## src/rtl/hazard_ctrl.sv

```systemverilog
// rtl/hazard_ctrl.sv - RV32I 5-stage pipeline hazard, forwarding and debug-halt control
//
// Purpose:
//   Drives the stall/flush controls of the pipeline register bank, selects
//   EX-stage operand forwarding, and runs the debug halt handshake that
//   drains EX/MEM/WB before acknowledging.
//
// Optional feature macro: HAZARD_PERF_CNT_EN
//   Defined   -> STALL_CNT / FLUSH_CNT performance counters are built.
//   Undefined -> no counter registers; STALL_CNT / FLUSH_CNT tie to 0.
//
// Ports:
//   CLK, RST            clock (rising edge), synchronous active-high reset
//   RS1_ID/RS2_ID       source registers of the instruction in ID
//   USE_RS1_ID/RS2_ID   ID instruction actually reads rs1/rs2
//   RS1_DE/RS2_DE/RD_DE register fields of the instruction in EX
//   RegWrite_DE         EX instruction writes rd
//   MemRead_DE          non-zero when the EX instruction is a load
//   BR_TAKEN_E          branch/jump in EX resolved taken
//   RD_EM/RegWrite_EM   destination/write-enable of the MEM instruction
//   MemtoReg_EM         MEM writeback source (00 ALU, 01 load, 10 PC+4)
//   RD_MW/RegWrite_MW   destination/write-enable of the WB instruction
//   HALT_REQ            debug halt request (level)
//   stall_PC/stall_FD   hold PC / IF-ID register
//   stall_DE            hold ID-EX register (never used, tied 0)
//   flush_FD/flush_DE   zero IF-ID / ID-EX register
//   PC_SEL              PC loads the EX branch target
//   FWD_A/FWD_B         EX operand source: 00 RF/DE, 01 EM, 10 MW
//   HALT_ACK            pipeline halted and empty
//   STALL_CNT/FLUSH_CNT stall-cycle and branch-flush counts

module hazard_ctrl #(
  parameter int DRAIN_CYCLES = 3,
  parameter int CNT_W        = 32
) (
  input  logic             CLK,
  input  logic             RST,
  input  logic [4:0]       RS1_ID,
  input  logic [4:0]       RS2_ID,
  input  logic             USE_RS1_ID,
  input  logic             USE_RS2_ID,
  input  logic [4:0]       RS1_DE,
  input  logic [4:0]       RS2_DE,
  input  logic [4:0]       RD_DE,
  input  logic             RegWrite_DE,
  input  logic [1:0]       MemRead_DE,
  input  logic             BR_TAKEN_E,
  input  logic [4:0]       RD_EM,
  input  logic             RegWrite_EM,
  input  logic [1:0]       MemtoReg_EM,
  input  logic [4:0]       RD_MW,
  input  logic             RegWrite_MW,
  input  logic             HALT_REQ,
  output logic             stall_PC,
  output logic             PC_SEL,
  output logic             stall_FD,
  output logic             stall_DE,
  output logic             flush_FD,
  output logic             flush_DE,
  output logic [1:0]       FWD_A,
  output logic [1:0]       FWD_B,
  output logic             HALT_ACK,
  output logic [CNT_W-1:0] STALL_CNT,
  output logic [CNT_W-1:0] FLUSH_CNT
);

  typedef enum logic [1:0] {
    ST_RUN,
    ST_DRAIN,
    ST_HALTED
  } state_t;

  localparam logic [2:0] DRAIN_LAST = 3'(DRAIN_CYCLES - 1);

  state_t     state_q, state_d;
  logic [2:0] cnt_q, cnt_d;

  logic load_use;
  logic bubble;

  // ------------------------------------------------------------------
  // State register
  // ------------------------------------------------------------------
  always_ff @(posedge CLK) begin
    if (RST) begin
      state_q <= ST_RUN;
      cnt_q   <= 3'd0;
    end else begin
      state_q <= state_d;
      cnt_q   <= cnt_d;
    end
  end

  // ------------------------------------------------------------------
  // Next-state logic. Dropping HALT_REQ aborts a drain immediately,
  // even on the cycle that would otherwise complete it.
  // ------------------------------------------------------------------
  always_comb begin
    state_d = state_q;
    cnt_d   = cnt_q;
    case (state_q)
      ST_RUN: begin
        if (HALT_REQ) begin
          state_d = ST_DRAIN;
          cnt_d   = 3'd0;
        end
      end
      ST_DRAIN: begin
        if (!HALT_REQ) begin
          state_d = ST_RUN;
          cnt_d   = 3'd0;
        end else if (cnt_q == DRAIN_LAST) begin
          state_d = ST_HALTED;
          cnt_d   = 3'd0;
        end else begin
          cnt_d = cnt_q + 3'd1;
        end
      end
      ST_HALTED: begin
        if (!HALT_REQ) begin
          state_d = ST_RUN;
        end
      end
      default: begin
        state_d = ST_RUN;
        cnt_d   = 3'd0;
      end
    endcase
  end

  // ------------------------------------------------------------------
  // Hazard detection and control outputs
  // ------------------------------------------------------------------
  always_comb begin
    load_use = (MemRead_DE != 2'b00) && RegWrite_DE && (RD_DE != 5'd0) &&
               ((USE_RS1_ID && (RS1_ID == RD_DE)) ||
                (USE_RS2_ID && (RS2_ID == RD_DE)));
    bubble   = (state_q != ST_RUN);
  end

  always_comb begin
    stall_PC = 1'b0;
    PC_SEL   = 1'b0;
    stall_FD = 1'b0;
    stall_DE = 1'b0;
    flush_FD = 1'b0;
    flush_DE = 1'b0;
    FWD_A    = 2'b00;
    FWD_B    = 2'b00;
    HALT_ACK = 1'b0;
    if (!RST) begin
      // A taken branch wins over everything: the ID instruction is on the
      // wrong path, so any load-use stall for it is moot.
      if (BR_TAKEN_E) begin
        PC_SEL   = 1'b1;
        flush_FD = 1'b1;
        flush_DE = 1'b1;
      end else if (bubble || load_use) begin
        stall_PC = 1'b1;
        stall_FD = 1'b1;
        flush_DE = 1'b1;
      end

      HALT_ACK = (state_q == ST_HALTED);

      // Loads in MEM have no data yet, so only non-load EM results forward.
      if (RegWrite_EM && (RD_EM != 5'd0) && (RD_EM == RS1_DE) &&
          (MemtoReg_EM != 2'b01)) begin
        FWD_A = 2'b01;
      end else if (RegWrite_MW && (RD_MW != 5'd0) && (RD_MW == RS1_DE)) begin
        FWD_A = 2'b10;
      end

      if (RegWrite_EM && (RD_EM != 5'd0) && (RD_EM == RS2_DE) &&
          (MemtoReg_EM != 2'b01)) begin
        FWD_B = 2'b01;
      end else if (RegWrite_MW && (RD_MW != 5'd0) && (RD_MW == RS2_DE)) begin
        FWD_B = 2'b10;
      end
    end
  end

  // ------------------------------------------------------------------
  // Performance counters
  // ------------------------------------------------------------------
`ifdef HAZARD_PERF_CNT_EN
  logic [CNT_W-1:0] stall_cnt_q, stall_cnt_d;
  logic [CNT_W-1:0] flush_cnt_q, flush_cnt_d;

  always_comb begin
    stall_cnt_d = stall_cnt_q;
    flush_cnt_d = flush_cnt_q;
    if (stall_FD) begin
      stall_cnt_d = stall_cnt_q + {{(CNT_W-1){1'b0}}, 1'b1};
    end
    if (PC_SEL) begin
      flush_cnt_d = flush_cnt_q + {{(CNT_W-1){1'b0}}, 1'b1};
    end
  end

  always_ff @(posedge CLK) begin
    if (RST) begin
      stall_cnt_q <= '0;
      flush_cnt_q <= '0;
    end else begin
      stall_cnt_q <= stall_cnt_d;
      flush_cnt_q <= flush_cnt_d;
    end
  end

  assign STALL_CNT = stall_cnt_q;
  assign FLUSH_CNT = flush_cnt_q;
`else
  assign STALL_CNT = '0;
  assign FLUSH_CNT = '0;
`endif

endmodule

```

## config.mk

```make
export PLATFORM = sky130hd
export DESIGN_NAME = hazard_ctrl
export DESIGN_NICKNAME = d
export VERILOG_FILES = /design/src/rtl/hazard_ctrl.sv
export SDC_FILE = /design/constraint.sdc
export NUM_CORES = 1
export LEC_CHECK = 0
export ABC_AREA = 0
export ABC_CLOCK_PERIOD_IN_PS = 1400
export CORE_MARGIN = 3
export CORE_UTILIZATION = 27
export CTS_BUF_LIST = sky130_fd_sc_hd__clkbuf_8 sky130_fd_sc_hd__clkbuf_16
export CTS_CLUSTER_DIAMETER = 200
export CTS_CLUSTER_SIZE = 16
export DETAILED_ROUTE_END_ITERATION = 8
export PLACE_DENSITY = 0.88
export SYNTH_ARGS = -nofsm -noshare
export SYNTH_HDL_FRONTEND = slang
export SYNTH_SLANG_ARGS = --single-unit
```

## constraint.sdc

```tcl
create_clock -name CLK -period 1.4 [get_ports CLK]
set_clock_uncertainty 0.1 [all_clocks]
set_input_delay 0.21 -clock CLK [delete_from_list [all_inputs] [get_ports CLK]]
set_output_delay 0.21 -clock CLK [all_outputs]
set_load 0.02 [all_outputs]
```

==> results by group <==
Run status
  – Status: complete, but fails checks
  – Failing checks: negative setup slack

Clock tree
  – Clock Sinks: 5
  – H-tree levels: 1
  – CTS buffer count: 3
  – Max Buffers Root-to-Sink: 2
  – CTS clk-pin slew, worst paths: 0.04 ns
  – Root buffer cell: clkbuf_8
  – CTS tree: yes
  – Clock Latency Late Sink: 0.22 ns

Logic synthesis
  – Avg Inst Size Synth: 7.562 µm²
  – Ys async rst share: 0
  – Yosys warns: 0
  – EDFF count, synth: 0
  – Yosys reg bits: 5
  – Seq/Total Area, Yosys: 0.08222
  – Syn Std Cell Area: 1217 µm²
  – Netlist cell types: 29
  – Main synth FF type: dfxtp_1
  – Post-Syn Instances: 161

Global route
  – First-pass GRT wire length: 4926 µm
  – Final global-route overflow total: 0
  – Antenna violations before repair: 0
  – Tot GR Track Use: 0.1200
  – Number of global-route vias before repair: 1169
  – Largest net degree at the start of global routing: 10

Route
  – WL/cell: 12.34 µm
  – Wirelength, routed: 3678 µm
  – Via density: 4.161
  – DR vias: 1240
  – DR pass1 iterations: 4
  – Number of remaining DRC errors: 0
  – Remaining antenna violation count after routing: 0
  – Iter 0 DRT Violations: 20

Timing
  – Hold slack: 0.4516 ns
  – Hold Vio Cnt, Final: 0
  – Tmin final: 1.850 ns
  – Final Max Tran Viols: 0
  – Setup violations, final: 7
  – Fin worst setup slack: -0.4502 ns
  – RSZ-0062 raised after global routing: true
  – Fin crit share: 1.322
  – Setup tns final: -2.110 ns
  – Fmax: 540.5 MHz

Cells and area
  – Ant. Diodes: 0
  – Area Overhead vs Synth: 66.49%
  – Fin nets: 297
  – Non-Filler Instances: 298
  – Share of cells above drive strength 1: 0.3790

Setup path
  – CP Launch Type: input pin
  – Worst Path Buf+Inv: 2
  – Critical Path AT: 1.54 ns
  – Crit-path max FO: 2
  – Reg2reg setup slack: 0.07 ns
  – CP top delay family: simple AND/OR/NAND/NOR gates
  – CP max stage delay: 0.54 ns
  – Cells along the critical path: buf_6 -> or4_4 -> o221ai_4 -> or4_4 -> and4_4 -> buf_6
  – Critical path required time: 1.09 ns
  – Worst setup path category: in2out
  – Critical Path End Type: output pin
  – Slowest CP cell: or4_4

Floorplan
  – Core Area: 4173 µm²
  – Die width: 73.15 µm
  – Die Footprint: 5351 µm²
  – Total I/O pin count: 123
  – Site Rows: 23
  – Die height: 73.15 µm
  – Starting Density: 0.2918

Place
  – Hpwl dp: 2958 µm
  – Placed cells: 287
  – IO buf count: 57
  – Routability cong.: 0.8267

Flow run
  – Max-Cap Viols: 0

Power and ir drop
  – Power density cells: 481.8 nW/µm²
  – LEAKAGE: 1.036 nW
  – Max VDD drop: 0.2357 mV

Hold path
  – Hold crit path type: reg2reg
through the flow:
step                total power, mW  worst slack [ns]  cell area [µm²]    util
floorplan                    0.5647           -0.1774             1474       -
global placement             0.6606            -1.182             1775  0.4255
detailed placement           0.6717            -1.260             1775  0.4255
CTS                          0.9512           -0.4576             1897  0.4546
global route                  1.032           -0.4869             2027  0.4858
finish                       0.9765           -0.4502             2027  0.4858
area by class of cell:
type                       instances  area [µm²]
clock buffer                       3       41.29
clock inverter                     1       3.754
fill                             404        2146
inverter                           2       7.507
multi-input combinational        149        1011
sequential                         5       102.6
tap                               50       62.56
timing repair buffer              88       798.3
cells by family after synthesis:
kind of cell / share of synthesized area
AO/OA/AOI/OAI: 0.07091
XOR/XNOR: 0.2230
buffers and inverters: 0.4265
flip-flops: 0.08222
multiplexers: 0.009249
other: 0.003080
AND/OR/NAND/NOR: 0.1850
cell usage after synthesis, types with 2 or more instances:
cell / number / share of area
nand3_1: 3 / 0.012
inv_1: 2 / 0.0062
or4_1: 2 / 0.012
dfxtp_1: 5 / 0.082
nor2b_1: 4 / 0.021
a21oi_1: 3 / 0.012
buf_4: 67 / 0.41
nor3_1: 7 / 0.029
nor3b_1: 4 / 0.025
xnor2_1: 15 / 0.11
o21ai_0: 5 / 0.021
nor2_1: 6 / 0.018
nor4_1: 4 / 0.021
nand2_1: 4 / 0.012
xor2_1: 16 / 0.12
per-layer routing:
metal	routed length [µm]	share of wire	vias to the layer above	GRT usage
li1	-	-	580	-
met1	1056	0.29	564	0.1005
met2	2033	0.55	87	0.2463
met3	502	0.14	9	0.03168
met5	0	0	-	0
met4	85	0.023	0	0.06352
timing repair:
item                                    CTS  global route
pin swaps                                24            15
endpoints found under the hold margin     0             0
buffers inserted                          5             2
gates resized for setup                 164            39
hold buffers                              0             0
endpoints found under the setup margin   11            14
placed cells by master, fill, tap and decap left out, types with 2 or more instances in the layout:
cell type,netlist,routed
nand3_1,3,2
or4_4,1,3
dfxtp_2,0,2
clkbuf_2,0,2
a21oi_2,0,2
xnor2_1,15,13
nor3_2,0,3
conb_1,1,65
clkdlybuf4s50_1,0,4
xor2_1,16,16
buf_6,0,22
inv_1,2,2
dlymetal6s2s_1,0,8
buf_2,1,7
buf_4,67,26
dlygate4sd2_1,0,16
xnor2_2,0,2
nor2b_4,0,2
nor3_1,7,3
nand2_1,4,4
clkdlybuf4s15_1,0,3
nor3b_2,0,2
clkbuf_8,0,3
o21ai_2,0,2
nor4_2,0,4
nor2b_1,4,2
nor2_1,6,5
dfxtp_1,5,3
path summary, 6_finish.rpt:
| check | to | depth (start not counted) | start |
|---|---|---|---|
| max | FWD_A[1] | 6 | RD_EM[3] |
| min | cnt_q[1]$_SDFFE_PP0P_ | 2 | cnt_q[1]$_SDFFE_PP0P_ |
| max reg2reg | cnt_q[1]$_SDFFE_PP0P_ | 6 | state_q[1]$_SDFFE_PP0P_ |
| min reg2reg | cnt_q[1]$_SDFFE_PP0P_ | 2 | cnt_q[1]$_SDFFE_PP0P_ |
registers in the layout (all words and copies together) (netlist names):
signal,cells
cnt_q,3
state_q,2
power breakdown:
group | leakage (nW) | switching, mW | internal [mW]
logic | 0.967 | 0.332 | 0.233
clock network | 0.0269 | 0.0741 | 0.188
registers | 0.0414 | 0.00337 | 0.146
total | 1.04 | 0.409 | 0.567
tightest hold or removal path: stages (launching register included):
cell	delay [ns]
dfxtp_1	0.33
o21ai_1	0.11
a21oi_2	0.07
No activity file was read; power rests on OpenSTA's default activity.
